[src/rtl/led_anim_pkg.sv]
// Shared encodings for the LED animation engine: mode codes, FSM states and default bar size.
package led_anim_pkg;

  localparam int N_LED_DEF = 10;

  localparam logic [1:0] MODE_BAR    = 2'd0;
  localparam logic [1:0] MODE_CHASE  = 2'd1;
  localparam logic [1:0] MODE_BOUNCE = 2'd2;
  localparam logic [1:0] MODE_OFF    = 2'd3;

  typedef enum logic [1:0] {
    ST_IDLE     = 2'd0,
    ST_RUN_UP   = 2'd1,
    ST_RUN_DOWN = 2'd2,
    ST_GAP      = 2'd3
  } state_t;

endpackage

[src/rtl/led_anim_render.sv]
// Combinational pattern generator: maps (mode, state, pos) to an MSB-aligned LED pattern.
module led_anim_render
  import led_anim_pkg::*;
#(
  parameter int N_LED = N_LED_DEF,
  parameter int PW    = $clog2(N_LED + 1)
) (
  input  logic [1:0]       mode,
  input  state_t           state,
  input  logic [PW-1:0]    pos,
  output logic [N_LED-1:0] pattern
);

  // pattern selection; only running states light anything
  always_comb begin
    pattern = '0;
    case (state)
      ST_RUN_UP, ST_RUN_DOWN: begin
        case (mode)
          MODE_BAR: begin
            for (int i = 0; i < N_LED; i++) begin
              pattern[i] = (i >= (N_LED - int'(pos)));
            end
          end
          MODE_CHASE, MODE_BOUNCE: begin
            for (int i = 0; i < N_LED; i++) begin
              pattern[i] = (i == (N_LED - int'(pos)));
            end
          end
          default: pattern = '0;
        endcase
      end
      default: pattern = '0;
    endcase
  end

endmodule

[src/rtl/led_anim_engine.sv]
// LED bar animation engine: step prescaler, position/direction FSM and registered rendering.
module led_anim_engine
  import led_anim_pkg::*;
#(
  parameter int N_LED = N_LED_DEF,
  parameter int DIV_W = 24,
  parameter int GAP_W = 8,
  parameter int PW    = $clog2(N_LED + 1)
) (
  input  logic             clk,
  input  logic             rst_n,
  input  logic             en,
  input  logic [1:0]       mode,
  input  logic [PW-1:0]    peak,
  input  logic [GAP_W-1:0] gap,
  input  logic [DIV_W-1:0] div,
  output logic [N_LED-1:0] led,
  output logic             step_tick,
  output logic             cycle_done
);

  state_t           state_r, state_n;
  logic [DIV_W-1:0] pc_r, pc_n;
  logic [PW-1:0]    pos_r, pos_n;
  logic [GAP_W-1:0] gcnt_r, gcnt_n;
  logic [1:0]       mode_q_r, mode_n;
  logic [PW-1:0]    peak_q_r, peak_n;
  logic [GAP_W-1:0] gap_q_r, gap_n;
  logic [N_LED-1:0] led_r;
  logic             step_tick_r, cycle_done_r;

  logic             step_s, done_s, restart_s;
  logic [PW-1:0]    peak_cl_s;
  logic [N_LED-1:0] pattern_s;

  assign step_s    = (state_r != ST_IDLE) && (pc_r >= div);
  assign peak_cl_s = (peak == '0) ? PW'(1) :
                     ((peak > PW'(N_LED)) ? PW'(N_LED) : peak);

  // next-state, counter and configuration-latch logic
  always_comb begin
    state_n   = state_r;
    pos_n     = pos_r;
    gcnt_n    = gcnt_r;
    pc_n      = '0;
    mode_n    = mode_q_r;
    peak_n    = peak_q_r;
    gap_n     = gap_q_r;
    done_s    = 1'b0;
    restart_s = 1'b0;
    if (!en) begin
      state_n = ST_IDLE;
      pos_n   = '0;
      gcnt_n  = '0;
      pc_n    = '0;
    end else begin
      if (step_s || (state_r == ST_IDLE)) begin
        pc_n = '0;
      end else begin
        pc_n = pc_r + DIV_W'(1);
      end
      case (state_r)
        ST_IDLE: restart_s = 1'b1;
        ST_RUN_UP: begin
          if (!step_s) begin
            pos_n = pos_r;
          end else if (pos_r < peak_q_r) begin
            pos_n = pos_r + PW'(1);
          end else if ((mode_q_r == MODE_CHASE) || (peak_q_r == PW'(1))) begin
            done_s = 1'b1;
          end else begin
            state_n = ST_RUN_DOWN;
            pos_n   = peak_q_r - PW'(1);
          end
        end
        ST_RUN_DOWN: begin
          if (!step_s) begin
            pos_n = pos_r;
          end else if (pos_r > PW'(1)) begin
            pos_n = pos_r - PW'(1);
          end else begin
            done_s = 1'b1;
          end
        end
        ST_GAP: begin
          if (!step_s) begin
            gcnt_n = gcnt_r;
          end else if (gcnt_r > GAP_W'(1)) begin
            gcnt_n = gcnt_r - GAP_W'(1);
          end else begin
            restart_s = 1'b1;
          end
        end
        default: state_n = ST_IDLE;
      endcase
      // a finished cycle either restarts directly or parks in the dark gap
      if (done_s && (gap_q_r != '0)) begin
        state_n = ST_GAP;
        gcnt_n  = gap_q_r;
      end else if (done_s || restart_s) begin
        state_n = ST_RUN_UP;
        pos_n   = PW'(1);
        gcnt_n  = '0;
        mode_n  = mode;
        peak_n  = peak_cl_s;
        gap_n   = gap;
      end else begin
        mode_n = mode_q_r;
        peak_n = peak_q_r;
        gap_n  = gap_q_r;
      end
    end
  end

  // rendering uses the upcoming state so led lands together with step_tick
  led_anim_render #(
    .N_LED (N_LED),
    .PW    (PW)
  ) u_render (
    .mode    (mode_n),
    .state   (state_n),
    .pos     (pos_n),
    .pattern (pattern_s)
  );

  // state, counters, latched configuration and registered outputs
  always_ff @(posedge clk) begin
    if (!rst_n) begin
      state_r      <= ST_IDLE;
      pc_r         <= '0;
      pos_r        <= '0;
      gcnt_r       <= '0;
      mode_q_r     <= 2'd0;
      peak_q_r     <= '0;
      gap_q_r      <= '0;
      led_r        <= '0;
      step_tick_r  <= 1'b0;
      cycle_done_r <= 1'b0;
    end else begin
      state_r      <= state_n;
      pc_r         <= pc_n;
      pos_r        <= pos_n;
      gcnt_r       <= gcnt_n;
      mode_q_r     <= mode_n;
      peak_q_r     <= peak_n;
      gap_q_r      <= gap_n;
      led_r        <= pattern_s;
      step_tick_r  <= step_s & en;
      cycle_done_r <= done_s;
    end
  end

  assign led        = led_r;
  assign step_tick  = step_tick_r;
  assign cycle_done = cycle_done_r;

endmodule
[config.mk]
export PLATFORM = sky130hd
export DESIGN_NAME = led_anim_engine
export DESIGN_NICKNAME = d
export VERILOG_FILES = /design/src/rtl/led_anim_pkg.sv /design/src/rtl/led_anim_render.sv /design/src/rtl/led_anim_engine.sv
export SDC_FILE = /design/constraint.sdc
export NUM_CORES = 1
export LEC_CHECK = 0
export BUFFER_PORTS_ARGS = -buffer_cell sky130_fd_sc_hd__buf_2
export CELL_PAD_IN_SITES_DETAIL_PLACEMENT = 1
export CELL_PAD_IN_SITES_GLOBAL_PLACEMENT = 1
export CORE_UTILIZATION = 47
export DETAILED_ROUTE_END_ITERATION = 10
export PLACE_DENSITY = 0.84
export SYNTH_ARGS = -nofsm -noshare
export SYNTH_HDL_FRONTEND = slang
export SYNTH_SLANG_ARGS = --single-unit
[constraint.sdc]
create_clock -name clk -period 8.29 [get_ports clk]
set_input_delay 1.2435 -clock clk [delete_from_list [all_inputs] [get_ports clk]]
set_output_delay 1.2435 -clock clk [all_outputs]
set_load 0.02 [all_outputs]
==> run_results.csv <==
group,metric,value,unit
outcome,status,"finished, final reports clean",
die,die_y,98.5,um
cells_and_area,antenna_cells,0,
logic_synthesis,synth_warnings,0,
placement,dpl.hpwl,8720,um
critical_path,crit_chain,"buf_2, inv_1, ha_1, nand2_1, o31ai_2, a41o_1, o211ai_2, a21boi_2, mux2i_1, inv_1, ha_1, nor2_1, o211ai_1, or3_1, a2111o_1, nand3_1",
global_routing,grt_remaining_overflow,0,
cells_and_area,final_util,55.2,%
cells_and_area,drive_gt1_share,14.3,%
cells_and_area,fin_nets,679,
cells_and_area,syn2layout_area_growth,11.7,%
cts,cts_made_buffers,9,
detailed_routing,detail-route-antenna-nets,0,
detailed_routing,drt_iter0_drc,150,
run,cap_violations,0,
critical_path,crit_type,"in2reg",
die,initial_core_util,49.4,%
sta,hold_violations,0,
cts,cts-htree-levels,3,
global_routing,grt_antenna_before_repair,0,
critical_path,endpoint_kind,"register",
logic_synthesis,syn-num-nets,635,
logic_synthesis,synth_area,0.00437,sq mm
critical_path,critical_path_required,8570,ps
global_routing,grt_max_degree,25,
cts,cts_sinks,64,
logic_synthesis,synth.ff_latch_count,64,
logic_synthesis,synthCells,551,
sta,timing.final.ws_setup,3220,ps
worst_hold_path,holdPathStages,2,
power_and_ir_drop,p_per_area,156,mW/mm^2
sta,period_needed,5070,ps
cts,clk_latency,340,ps
sta,tns,0,ps
logic_synthesis,yosysSeqAreaShare,29.3,%
cts,cts_setup_buffers,0,
critical_path,crit_fanout,17,
critical_path,slowest_stage,"a21boi_2",
detailed_routing,viasPerCell,5.79,
sta,relSlewSlack,36.8,%
logic_synthesis,async_flop_share,0,%
critical_path,critPathLaunchType,"input pin",
sta,worstMarginPinSlew,943,ps
placement,gp_congestion,0.888,
power_and_ir_drop,power.leakage,2.13,nW
global_routing,grt_pass1_wl,19600,um
cts,cts_resized,0,
cells_and_area,seqCellArea,0.00128,sq mm
global_routing,grt_use_total,24.9,%
sta,slew_viol_final,0,
sta,finClkSkew,9.83,ps
worst_hold_path,hp-class,"reg2reg",
detailed_routing,drc,0,
placement,io_buffer_count,52,
sta,fmax,0.197,GHz
worst_hold_path,hold_start,"peak_q_r[3]",
detailed_routing,wl,11600,um
cts,cts_hold_buf,0,
placement,dp_slack,2890,ps
critical_path,arrival,5360,ps
power_and_ir_drop,irDropWorstVdd,0.0000940,V
logic_synthesis,synth_ff_type,"dfxtp_1",
detailed_routing,post_drt_wl_per_cell,16.4,um
sta,setup_viol,0,
critical_path,ff2ff_path_depth,16,
die,ioPinCount,53,
die,die-area,0.00970,sq mm
sta,fin_crit_sh,61.2,%
logic_synthesis,yosys.cell_types.count,68,
cts,clkSlewWorstSetupHoldPaths,70,ps
critical_path,reg2reg_slack,3480,ps
detailed_routing,vias,4098,
sta,rsz0062_at_grt,"no",
cts,cts_tree,"built",
cells_and_area,fill_cells,1150,
cells_and_area,final_common_cell,"nor2_1",
die,rows,34,
cells_and_area,mostFrequentLayoutCells,"nor2_1 (65), dfxtp_1 (64), nand2_1 (54)",
die,die_x,98.5,um
critical_path,worstReg2RegEnd,"led[5]",
logic_synthesis,synth.avg_cell_area,7.94,sq um
critical_path,slowest_delay,680,ps
critical_path,r2r-start,"state_r[0]",
global_routing,grt_pass1_vias,4087,
worst_hold_path,hold_end,"peak_q_r[3]",
cts,clockRootBuffer,"clkbuf_8",
cells_and_area,multi_input_area,0.00283,sq mm
die,coreArea,0.00885,sq mm
detailed_routing,drtPass1Iterations,7,
logic_synthesis,synth_edf_count,0,
cts,cts_buffer_depth,2,
metal layers:
metal / part of all wire (%) / GRT usage [%] / routed length, um
met1: 46 / 31.6 / 5340
met2: 51 / 44.7 / 5890
met3: 2.6 / 2.77 / 300
met4: 0.73 / 6.89 / 85
met5: 0 / 0 / 0
per-stage QoR:
stage | total power, mW | hold WS [ps] | cell area [sq um] | instances
floorplan | 0.448 | 443 | 4370 | 551
global placement | 0.483 | 454 | 4690 | 692
detailed placement | 0.490 | 463 | 4690 | 692
CTS | 0.767 | 472 | 4890 | 708
global route | 0.802 | 525 | 4890 | 708
finish | 0.760 | 467 | 4890 | 708
logic make-up after synthesis:
logic type | count (synthesis) | share of synthesized area (%)
compound gates | 128 | 21.5
xor+xnor | 29 | 5.81
fa+ha+maj | 44 | 12.5
buf+inv | 68 | 6.06
flops | 64 | 29.3
mux | 7 | 1.74
simple gates | 211 | 23.1
worst max path at each step:
stage	from	to	slack, ps	cells past startpoint
6_report	div[7]	led[5]	3220	16
2_1_floorplan	div[0]	led[0]	3650	14
5_1_grt	div[7]	led[5]	2910	16
3_5_place_dp	div[7]	led[5]	2890	16
3_3_place_gp	div[15]	led[5]	2990	16
4_1_cts	div[7]	led[5]	3210	16
synthesized netlist by cell type (2+ instances only):
| cell type | instances | area, sq um |
|---|---|---|
| a32oi_1 | 4 | 35.0 |
| a221oi_1 | 3 | 26.3 |
| nand2_1 | 54 | 203 |
| xor2_1 | 20 | 175 |
| o211ai_1 | 6 | 45.0 |
| nand4_1 | 8 | 50.1 |
| nand3b_1 | 2 | 15.0 |
| mux2i_1 | 5 | 50.1 |
| nand3_1 | 20 | 100 |
| nor4b_1 | 2 | 17.5 |
| o211a_1 | 4 | 40.0 |
| nor2_1 | 65 | 244 |
| o22ai_1 | 2 | 12.5 |
| a21boi_0 | 11 | 82.6 |
| xnor2_1 | 9 | 78.8 |
| nor4_1 | 3 | 18.8 |
| a31oi_1 | 7 | 43.8 |
| o2111ai_1 | 2 | 17.5 |
| a22oi_1 | 3 | 22.5 |
| or3_1 | 2 | 12.5 |
| a21oi_1 | 24 | 120 |
| dfxtp_1 | 64 | 1280 |
| nor2b_1 | 6 | 37.5 |
| o21ai_0 | 24 | 120 |
| o21ai_1 | 2 | 10.0 |
| ha_1 | 43 | 538 |
| and2_1 | 8 | 50.1 |
| nand2b_1 | 6 | 37.5 |
| a21o_1 | 3 | 22.5 |
| clkbuf_1 | 16 | 60.1 |
| a311o_1 | 2 | 20.0 |
| or2_2 | 3 | 18.8 |
| inv_1 | 47 | 176 |
| and3_1 | 7 | 43.8 |
| a211oi_1 | 6 | 45.0 |
| o31ai_1 | 2 | 15.0 |
| inv_2 | 2 | 7.51 |
| a22o_1 | 2 | 17.5 |
| nor3_1 | 19 | 95.1 |
| o21a_1 | 5 | 37.5 |
flip-flops by register name, indices dropped and copies added (netlist names):
name	count
gcnt_r	8
pos_r	4
peak_q_r	4
mode_q_r	2
state_r	2
pc_r	24
step_tick	1
cycle_done	1
gap_q_r	8
led	10
where the power goes:
part	switching [mW]	internal (mW)	leakage (nW)
registers	0.00907	0.317	0.519
clock network	0.119	0.155	0.103
logic	0.0980	0.0618	1.51
layout make-up:
class,count,area share (%)
Multi-Input combinational cell,419,57.9
Inverter,49,3.76
Clock inverter,3,0.819
Timing Repair Buffer,52,5.33
Sequential cell,64,26.2
Clock buffer,13,3.25
Tap cell,108,2.76
worst max-delay path, delay by kind of cell:
kind / cells / cell delay (ps)
adders and majority gates: 2 / 540
muxes: 1 / 380
buffers and inverters: 3 / 200
and+or+nand+nor: 4 / 760
AOI/OAI and AO/OA: 6 / 2220
(Power assumes the default switching activity.)
